### src/rtl/kmap_sweep.sv
// kmap_sweep: clocked truth-table sweep of the 4-input k_map block.
// Drives minterms 0..15 on A..D, samples Y, and compares against expected.
//
// Ports:
//   clk, rst_n        clock, async active-low reset
//   start             request a sweep (accepted only when idle)
//   expected[15:0]    expected truth table, bit i = Y for minterm i
//   Y                 combinational output of k_map
//   A,B,C,D           minterm drive, {A,B,C,D} = idx, A is MSB
//   busy              high while minterms are being swept
//   done              one-cycle pulse when results are valid
//   truth[15:0]       captured truth table
//   pass              truth == expected
//   miss_cnt[4:0]     number of mismatching minterms
//   first_miss[3:0]   lowest mismatching minterm (0 if none)
module kmap_sweep #(
    parameter int unsigned SETTLE = 0
) (
    input  logic        clk,
    input  logic        rst_n,
    input  logic        start,
    input  logic [15:0] expected,
    input  logic        Y,
    output logic        A,
    output logic        B,
    output logic        C,
    output logic        D,
    output logic        busy,
    output logic        done,
    output logic [15:0] truth,
    output logic        pass,
    output logic [4:0]  miss_cnt,
    output logic [3:0]  first_miss
);

    typedef enum logic [1:0] {
        S_IDLE,
        S_SWEEP,
        S_DONE
    } state_t;

    localparam logic [3:0] SETTLE_C = 4'(SETTLE);

    state_t      state;
    state_t      state_n;
    logic [3:0]  idx;
    logic [3:0]  cnt;
    logic [15:0] exp_q;
    logic        accept;
    logic        sample;
    logic        last;
    logic        miss;

    assign accept = (state == S_IDLE) && start;
    assign sample = (state == S_SWEEP) && (cnt == 4'd0);
    assign last   = sample && (idx == 4'd15);
    assign miss   = (Y != exp_q[idx]);

    always_ff @(posedge clk or negedge rst_n) begin
        if (!rst_n) begin
            state <= S_IDLE;
        end else begin
            state <= state_n;
        end
    end

    always_comb begin
        state_n = state;
        unique case (state)
            S_IDLE:  if (start) state_n = S_SWEEP;
            S_SWEEP: if (last) state_n = S_DONE;
            S_DONE:  state_n = S_IDLE;
            default: state_n = S_IDLE;
        endcase
    end

    // idx is cleared on the final sample so A..D read 0 outside the sweep.
    // pass is resolved on the final sample so it is valid alongside done.
    always_ff @(posedge clk or negedge rst_n) begin
        if (!rst_n) begin
            idx        <= 4'd0;
            cnt        <= 4'd0;
            exp_q      <= 16'd0;
            truth      <= 16'd0;
            pass       <= 1'b0;
            miss_cnt   <= 5'd0;
            first_miss <= 4'd0;
        end else if (accept) begin
            exp_q      <= expected;
            truth      <= 16'd0;
            pass       <= 1'b0;
            miss_cnt   <= 5'd0;
            first_miss <= 4'd0;
            idx        <= 4'd0;
            cnt        <= SETTLE_C;
        end else if (state == S_SWEEP) begin
            if (!sample) begin
                cnt <= cnt - 4'd1;
            end else begin
                truth[idx] <= Y;
                if (miss) begin
                    miss_cnt <= miss_cnt + 5'd1;
                    if (miss_cnt == 5'd0) first_miss <= idx;
                end
                if (last) begin
                    idx  <= 4'd0;
                    pass <= (miss_cnt == 5'd0) && !miss;
                end else begin
                    idx <= idx + 4'd1;
                    cnt <= SETTLE_C;
                end
            end
        end
    end

    assign {A, B, C, D} = idx;
    assign busy = (state == S_SWEEP);
    assign done = (state == S_DONE);

endmodule

### config.mk
export PLATFORM = sky130hd
export DESIGN_NAME = kmap_sweep
export DESIGN_NICKNAME = d
export VERILOG_FILES = /design/src/rtl/kmap_sweep.sv
export SDC_FILE = /design/constraint.sdc
export NUM_CORES = 1
export LEC_CHECK = 0
export ABC_AREA = 1
export BUFFER_PORTS_ARGS = -buffer_cell sky130_fd_sc_hd__buf_2
export CAP_MARGIN = 40
export CORE_UTILIZATION = 50
export CTS_BUF_LIST = sky130_fd_sc_hd__clkbuf_4 sky130_fd_sc_hd__clkbuf_8 sky130_fd_sc_hd__clkbuf_16
export DETAILED_ROUTE_END_ITERATION = 10
export PLACE_DENSITY = 0.73
export REMOVE_ABC_BUFFERS = 1
export SYNTH_ARGS = -nofsm -noshare
export SYNTH_HDL_FRONTEND = slang
export SYNTH_SLANG_ARGS = --single-unit
### constraint.sdc
create_clock -name clk -period 2.9 [get_ports clk]
set_input_delay 0.58 -clock clk [delete_from_list [all_inputs] [get_ports clk]]
set_output_delay 0.58 -clock clk [all_outputs]
set_load 0.1 [all_outputs]
==> results.txt <==
CP max stage delay = 0.68 ns
max cap viols = 0
clock transition at the registers of the reported paths = 0.09 ns
largest net degree at the start of global routing = 42
Post-synth EDFFs = 0
Crit path buffers/inverters = 1
Top Family by Delay on Critical Path = flip-flops
first-pass GRT wire length = 9450 µm
Die ar. = 5610 µm²
min-delay worst type = input pin to async pin
wirelength, routed = 5510 µm
CP Max Fanout = 13
Area Overhead vs Synth = 14.5%
Synth Area per Inst = 7.96 µm²
IO Count = 52
setup slack, reg-to-reg = 0.88 ns
H-tree levels = 2
CTS Buf Count = 5
Int Power = 1610 µW
postcts setup bufs = 0
initial antenna violation count = 0
Top FF cell, synth = dfrtp_1
critical-path cell list = buf_2
maximum clock frequency = 477 MHz
Least-Margin Pin Slew = 0.740 ns
Clock Root Buffer = clkbuf_8
Final Skew = 0.00485 ns
Placeable Area = 5110 µm²
Async S/R FF share, synth = 1.00
DR vias = 2265
PD cells = 1210 nW/µm²
total of warnings raised by yosys = 0
Final Hold Vio Count = 0
# DRC = 0
Pins Over Slew Limit = 0
drt pass-1 iters = 4
GRT Total Usage = 0.226
Synth Instances = 334
CP endpoint kind = output port
Detailed Route Iter0 Violations = 156
Critical Path RT = 2.32 ns
Seq/Total Area, Yosys = 0.490
HPWL after DPL = 3970 µm
Worst Setup Path Type = register to output port
critical path's slowest cell = dfrtp_1
Final GP Congestion = 0.811
CTS tree = built
vias in the first global route = 1992
Max-slew headroom = 0.506
switching power total = 2070 µW
Finish-stage setup viols = 0
antenna diode count = 0
sequential share of power = 0.318
CTS max path bufs = 2
number of cell rows = 26
Sink Count = 52
critical path launch point type = register
period utilization = 0.724
Yosys reg bits = 52
final core occ = 0.596
largest cells by area after synthesis = dfrtp_1, nand2_1, inv_1
Die X = 74.9 µm
synth unique cells = 32
Via-to-Cell Ratio = 4.99
Comb pwr share = 0.571
Final nets = 411
layout cells sized above 1 = 0.203
Synth area leader = dfrtp_1
RSZ-0062 raised after global routing = no
Post-CTS Hold Fix Bufs = 0
Tmin final = 2.10 ns
Initial Utilization = 0.520
# resized after CTS = 0
Netlist Area Pre-Place = 2660 µm²
global route overflow = 0
Clk network pwr share = 0.110
post-DR wirelength/cell = 12.1 µm
share of the synthesized area in the top cell type = 0.490
arrival time worst endpoint = 1.52 ns
worst ir drop on vdd = 0.000732 V
IO buf count = 51
leakage = 0.00175 µW
post-route ant nets = 0
sw frac = 0.562
outcome = complete, no violations
chip height = 74.9 µm
Hold Slack = 0.245 ns
clock network latency to the later pin of the worst-skew pair = 0.31 ns
[flip-flops by register name, summed over array words and instances, names as in the netlist]
register / cells
cnt: 4
exp_q: 16
first_miss: 4
idx: 4
miss_cnt: 5
pass: 1
state: 2
truth: 16
[per-layer routing]
layer,vias up,wire [µm],GRT usage
li1,1151,-,-
met3,10,245,0.0428
met4,0,83,0.0797
met2,54,2500,0.345
met5,-,0,0
met1,1050,2680,0.324
[area by class of cell]
class                           count  area, µm²
Fill cell                         479       2060
Sequential cell                    52       1300
Tap cell                           70       87.6
Clock buffer                        6       76.3
Clock inverter                      1       5.00
Inverter                           52        198
Timing Repair Buffer               54        278
Multi-Input combinational cell    219       1100
[layout by cell type, fill, tap and decap left out]
cell type | Yosys | layout
nand2_1 | 98 | 98
dfrtp_1 | 52 | 52
buf_2 | 3 | 51
inv_1 | 48 | 48
o21ai_0 | 35 | 35
nand3_1 | 30 | 30
nor2_1 | 13 | 12
o21ai_1 | 7 | 7
ha_1 | 7 | 7
clkbuf_8 | 0 | 5
xor2_1 | 4 | 4
nand4_1 | 4 | 4
nor2_2 | 2 | 3
inv_2 | 3 | 3
or2_2 | 3 | 3
buf_4 | 1 | 3
o21ai_2 | 2 | 2
o22ai_1 | 2 | 2
inv_4 | 1 | 1
nor2_4 | 1 | 1
a22o_1 | 1 | 1
nor4b_1 | 1 | 1
nand2_2 | 1 | 1
nand3_4 | 1 | 1
nand2_4 | 1 | 1
nand3_2 | 1 | 1
o32ai_1 | 1 | 1
nor3_1 | 1 | 1
nor3b_1 | 1 | 1
a21oi_1 | 1 | 1
xnor2_1 | 1 | 1
clkinv_2 | 0 | 1
clkbuf_4 | 0 | 1
[metrics by stage]
step	std cells	total power, µW	setup TNS (ns)	setup WS [ns]	instance area, µm²
after global placement	446	3240	0	0.922	2950
after CTS	454	3700	0	0.794	3040
after floorplan	323	2880	-2.52	-0.221	2590
final	454	3670	0	0.802	3040
after detailed placement	447	3290	0	0.909	2960
after global routing	454	3930	0	0.657	3040
[synthesized netlist by cell type (all sizes together), types with 2 or more instances]
library cell,count
buf,6
clkbuf,5
dfrtp,52
ha,7
inv,52
nand2,100
nand3,32
nand4,4
nor2,16
o21ai,44
o22ai,2
or2,3
xor2,4
[worst paths after layout]
path                                from             to  cells past startpoint
max                               idx[0]              D                      1
min                                rst_n       exp_q[8]                      1
max reg2reg                       cnt[0]         cnt[0]                     11
min reg2reg                first_miss[1]  first_miss[1]                      2
max in group asynchronous          rst_n           pass                      2
min in group clk            expected[15]      exp_q[15]                      3
[power by group through the flow]
stage	clock, µW	sequential, µW	combinational [µW]
finish	406	1170	2100
global route	443	1200	2280
CTS	420	1170	2110
detailed placement	0	1180	2100
global placement	0	1180	2070
floorplan	0	2040	837
[cell families after synthesis]
group                      count (synthesis)  share of synthesized area
AOI/OAI and AO/OA                         49                     0.0989
xor gates and xnor gates                   5                     0.0165
adders and majority gates                  7                     0.0330
buffers and inverters                     63                     0.0984
DFF                                       52                      0.490
and+or+nand+nor                          158                      0.264
Note: power is estimated with default switching activity, not from simulation.
